[src/rtl/mux_rr_nxw.sv]
`default_nettype none
// ============================================================================
// mux_rr_nxw : N-channel, W-bit registered multiplexer with valid/ready
//              handshakes, manual select or fair round-robin arbitration.
// Revision   : 1.0
// ============================================================================
module mux_rr_nxw #(
    parameter int W  = 4,
    parameter int N  = 8,
    parameter int SW = 3
) (
    input  logic              clk,
    input  logic              rst_n,
    input  logic [N*W-1:0]    din,
    input  logic [N-1:0]      din_valid,
    output logic [N-1:0]      din_ready,
    input  logic              mode,
    input  logic [SW-1:0]     sel,
    output logic [W-1:0]      dout,
    output logic [SW-1:0]     dout_ch,
    output logic              dout_valid,
    input  logic              dout_ready
);

    localparam logic [SW:0]   c_num_ch  = (SW+1)'(N);
    localparam logic [SW-1:0] c_last_ch = SW'(N-1);

    logic [SW-1:0] r_ptr;
    logic [W-1:0]  r_dout;
    logic [SW-1:0] r_dout_ch;
    logic          r_dout_valid;

    logic          w_load_en;
    logic          w_grant_valid;
    logic [SW-1:0] w_grant;
    logic [SW:0]   w_idx;
    logic [W-1:0]  w_data;
    logic          w_xfer;
    logic [SW-1:0] w_ptr_next;

    assign w_load_en = !r_dout_valid || dout_ready;

    always_comb begin
        w_grant_valid = 1'b0;
        w_grant       = '0;
        w_idx         = '0;
        if (mode) begin
            // Scanning from the farthest offset down lets the nearest valid channel win.
            for (int k = N-1; k >= 0; k--) begin
                w_idx = {1'b0, r_ptr} + (SW+1)'(k);
                if (w_idx >= c_num_ch) begin
                    w_idx = w_idx - c_num_ch;
                end
                if (din_valid[w_idx[SW-1:0]]) begin
                    w_grant_valid = 1'b1;
                    w_grant       = w_idx[SW-1:0];
                end
            end
        end else begin
            for (int i = 0; i < N; i++) begin
                if ((sel == SW'(i)) && din_valid[i]) begin
                    w_grant_valid = 1'b1;
                    w_grant       = SW'(i);
                end
            end
        end
    end

    always_comb begin
        w_data = '0;
        for (int i = 0; i < N; i++) begin
            if (w_grant == SW'(i)) begin
                w_data = din[i*W +: W];
            end
        end
    end

    always_comb begin
        din_ready = '0;
        for (int i = 0; i < N; i++) begin
            din_ready[i] = rst_n && w_load_en && w_grant_valid && (w_grant == SW'(i));
        end
    end

    assign w_xfer     = w_load_en && w_grant_valid;
    assign w_ptr_next = (w_grant == c_last_ch) ? '0 : w_grant + 1'b1;

    always_ff @(posedge clk) begin
        if (!rst_n) begin
            r_ptr        <= '0;
            r_dout       <= '0;
            r_dout_ch    <= '0;
            r_dout_valid <= 1'b0;
        end else begin
            if (w_xfer) begin
                r_dout       <= w_data;
                r_dout_ch    <= w_grant;
                r_dout_valid <= 1'b1;
                if (mode) begin
                    r_ptr <= w_ptr_next;
                end
            end else if (dout_ready) begin
                r_dout_valid <= 1'b0;
            end
        end
    end

    assign dout       = r_dout;
    assign dout_ch    = r_dout_ch;
    assign dout_valid = r_dout_valid;

endmodule
`default_nettype wire

[config.mk]
export PLATFORM = sky130hd
export DESIGN_NAME = mux_rr_nxw
export DESIGN_NICKNAME = d
export VERILOG_FILES = /design/src/rtl/mux_rr_nxw.sv
export SDC_FILE = /design/constraint.sdc
export NUM_CORES = 1
export LEC_CHECK = 0
export CAP_MARGIN = 10
export CORE_ASPECT_RATIO = 2
export CORE_MARGIN = 4
export CORE_UTILIZATION = 50
export DETAILED_ROUTE_END_ITERATION = 6
export PLACE_DENSITY = 0.87
export SYNTH_ARGS = -nofsm -noshare
export SYNTH_HDL_FRONTEND = slang
export SYNTH_SLANG_ARGS = --single-unit
[constraint.sdc]
create_clock -name clk -period 9.1 [get_ports clk]
set_input_delay 1.82 -clock clk [delete_from_list [all_inputs] [get_ports clk]]
set_output_delay 1.82 -clock clk [all_outputs]
set_load 0.05 [all_outputs]
==> results.json <==
{
  "ant_nets": 0,
  "layout_min_cycle_time_ns": 7.91,
  "fin_tns_setup_ns": 0,
  "post-dp-hpwl_um": 4760,
  "cellLeakagePower_nw": 0.935,
  "max_freq_mhz": 126,
  "track_usage": 0.263,
  "core_sq_um": 3610,
  "die_x_um": 51.3,
  "period_share": 0.869,
  "synth_edf_count": 0,
  "p_per_area_nw_per_um2": 179,
  "setup_viol": 0,
  "synth_cell_types": 55,
  "firstDrtPassIters": 4,
  "path_buf_inv": 4,
  "status": "finished clean",
  "switching_share": 0.495,
  "drive_above_1_share": 0.0919,
  "drt_iter0_drc": 91,
  "syn_area_sq_um": 1880,
  "postCtsSetupBuffers": 0,
  "vias": 2095,
  "io_pins": 63,
  "grt_pass1_vias": 2231,
  "yosysSeqAreaShare": 0.117,
  "clock_sinks": 11,
  "clk_latency_ns": 0.25,
  "drv_slew": 0,
  "total_power_uw": 450,
  "htreeDepth": 1,
  "p_switching_uw": 223,
  "ir_drop_mv": 0.103,
  "grt_max_degree": 25,
  "hp-class": "register to register",
  "numCtsBuffers": 3,
  "fill_cells": 305,
  "antenna_found_initial": 0,
  "port_buffers": 62,
  "cp-start-kind": "input port",
  "syn_avg_cell_area_sq_um": 8.05,
  "drc": 0,
  "async_reset_ff_frac": 0,
  "finalWorstSetupSlack_ns": 1.19,
  "grt_overflow": 0,
  "dieHeight_um": 94.6,
  "rows": 31,
  "worstSetupPathType": "input port to output port",
  "wl_per_cell_um": 17.7,
  "internal-power_uw": 227,
  "cp.required_ns": 7.28,
  "grt_setup_unrepaired": "no",
  "syn_nets": 288,
  "worst_slew_pin_slew_ns": 0.838,
  "p_comb_frac": 0.725,
  "wirelength_um": 5870,
  "cap_violations": 0,
  "ys_seq_elements": 11,
  "clock-skew-final_ns": 0.0112,
  "die_area_sq_um": 4850,
  "place_congestion": 0.879,
  "max_slew_margin": 0.441,
  "pre_cts_slack_ns": 1.30,
  "clk_pin_slew_ns": 0.05,
  "hold_violations": 0,
  "ys.warnings.count": 0,
  "cts_tree": "done",
  "cts-resized-gates": 0,
  "cp_cell_sequence": "clkdlybuf4s50_1, mux4_2, a211oi_2, a21oi_1, o31ai_1, a22oi_1, o31ai_1, a21oi_1, inv_1, ha_1, ha_1, inv_1, nor2_1, clkdlybuf4s50_1",
  "path_delay_family": "buffers and inverters",
  "vias_per_cell": 6.31,
  "layout.nets": 339,
  "seq_power_share": 0.159,
  "cts_buffer_depth": 2,
  "root_buffer": "clkbuf_8",
  "cp_slowest_cell": "clkdlybuf4s50_1",
  "area_delta_synth_final_pct": 34.2,
  "syn-instance-count": 233,
  "clock_power_share": 0.116,
  "cts_hold_buf": 0,
  "end_kind": "output port",
  "start_util": 0.520,
  "cpPeakStageDelay_ns": 0.82,
  "synth_ff_type": "dfxtp_1",
  "crit_arrival_ns": 6.09,
  "grt_pass1_wl_um": 9800,
  "antenna_cells": 0,
  "critPathMaxFanout": 8
}
stage by stage:
stage	hold slack (ns)	cell area, sq um	utilization	std cells
6_report	0.508	2520	0.698	332
5_1_grt	0.552	2520	0.698	332
4_1_cts	0.516	2520	0.698	332
3_5_place_dp	0.509	2470	0.685	328
3_3_place_gp	0.486	2470	0.685	328
2_1_floorplan	0.662	1880	-	233
per-layer routing:
metal | vias to the layer above | share of wire | track usage | wire (um)
met5 | - | 0 | 0 | 0
met1 | 965 | 0.32 | 0.227 | 1900
met4 | 0 | 0.048 | 0.177 | 284
met2 | 114 | 0.57 | 0.519 | 3370
met3 | 24 | 0.053 | 0.0442 | 313
li1 | 992 | - | - | -
layout by cell type (no fill, tap or decap), types with 2 or more instances in the layout:
cell type	Yosys	routed
clkdlybuf4s50_1	0	62
nor2_1	20	20
nand2_1	18	18
a21oi_1	15	15
mux2i_1	14	14
inv_1	13	13
dfxtp_1	11	11
mux2_2	9	9
nor2b_1	8	8
ha_1	8	8
o21ai_0	7	7
and2_1	7	7
mux4_2	6	6
nand2b_1	5	5
a211oi_1	5	5
a22oi_1	5	5
nor3_1	5	5
o31ai_1	4	4
a31oi_1	4	4
a221oi_1	4	4
mux4_1	3	3
a211o_1	3	3
o2111ai_1	3	3
clkbuf_8	0	3
xor2_1	2	2
a21boi_0	2	2
o21a_1	2	2
a211oi_2	2	2
nand3_1	2	2
o21ai_1	2	2
a32oi_1	2	2
a41oi_1	2	2
o22ai_1	2	2
a311oi_1	2	2
logic make-up (layout without fill, tap and decap cells):
kind of cell    count (synthesis)  after routing  share of synthesized area
flops                          11             11                      0.117
buf+inv                        31             81                     0.0794
xor+xnor                        3              3                     0.0140
compound gates                 77             77                      0.308
fa+ha+maj                       8              8                     0.0534
simple gates                   71             71                      0.185
mux                            32             32                      0.243
final timing paths:
check / end / start / slack [ns] / cells after the start
worst max-delay path: din_ready[7] / din_valid[6] / 1.19 / 14
worst min register to register: dout_ch[2] / dout_ch[2] / 0.51 / 2
worst max register to register: dout[1] / r_ptr[0] / 3.85 / 16
worst min-delay path: dout_ch[2] / dout_ch[2] / 0.51 / 2
power by group through the flow:
stage | clock [mW] | sequential, mW | combinational [mW]
finish | 0.0521 | 0.0716 | 0.326
global route | 0.0561 | 0.0736 | 0.355
CTS | 0.0524 | 0.0713 | 0.324
detailed placement | 0 | 0.0723 | 0.322
global placement | 0 | 0.0722 | 0.317
floorplan | 0 | 0.0880 | 0.222
synthesized netlist by cell type (5+ instances only):
| cell | number | share of area |
|---|---|---|
| a22oi_1 | 5 | 0.020 |
| nor2b_1 | 8 | 0.027 |
| nor2_1 | 20 | 0.040 |
| mux2_2 | 9 | 0.054 |
| clkbuf_1 | 10 | 0.020 |
| a211oi_1 | 5 | 0.020 |
| inv_1 | 13 | 0.026 |
| nor3_1 | 5 | 0.013 |
| nand2_1 | 18 | 0.036 |
| and2_1 | 7 | 0.023 |
| a21oi_1 | 15 | 0.040 |
| ha_1 | 8 | 0.053 |
| mux4_2 | 6 | 0.072 |
| mux2i_1 | 14 | 0.075 |
| nand2b_1 | 5 | 0.017 |
| o21ai_0 | 7 | 0.019 |
| dfxtp_1 | 11 | 0.12 |
worst register-to-register path: cells and delay by family (launching register included):
family | cells | cell delay, ns
buf+inv | 1 | 0.20
compound gates | 8 | 1.64
flops | 1 | 0.87
fa+ha+maj | 2 | 1.17
simple gates | 3 | 0.35
mux | 2 | 0.91
registers in the layout, indices dropped and copies added (netlist names):
register,flops
dout,4
r_ptr,3
dout_ch,3
dout_valid,1
layout make-up:
class / count / area, sq um / share of cell area
multi-input combinational: 191 / 1510 / 0.599
timing repair buffer: 63 / 628 / 0.250
sequential: 11 / 220 / 0.0875
tap: 49 / 61.3 / 0.0244
inverter: 14 / 55.1 / 0.0219
clock buffer: 4 / 45.0 / 0.0179
Power figures use the tool's default switching activity.
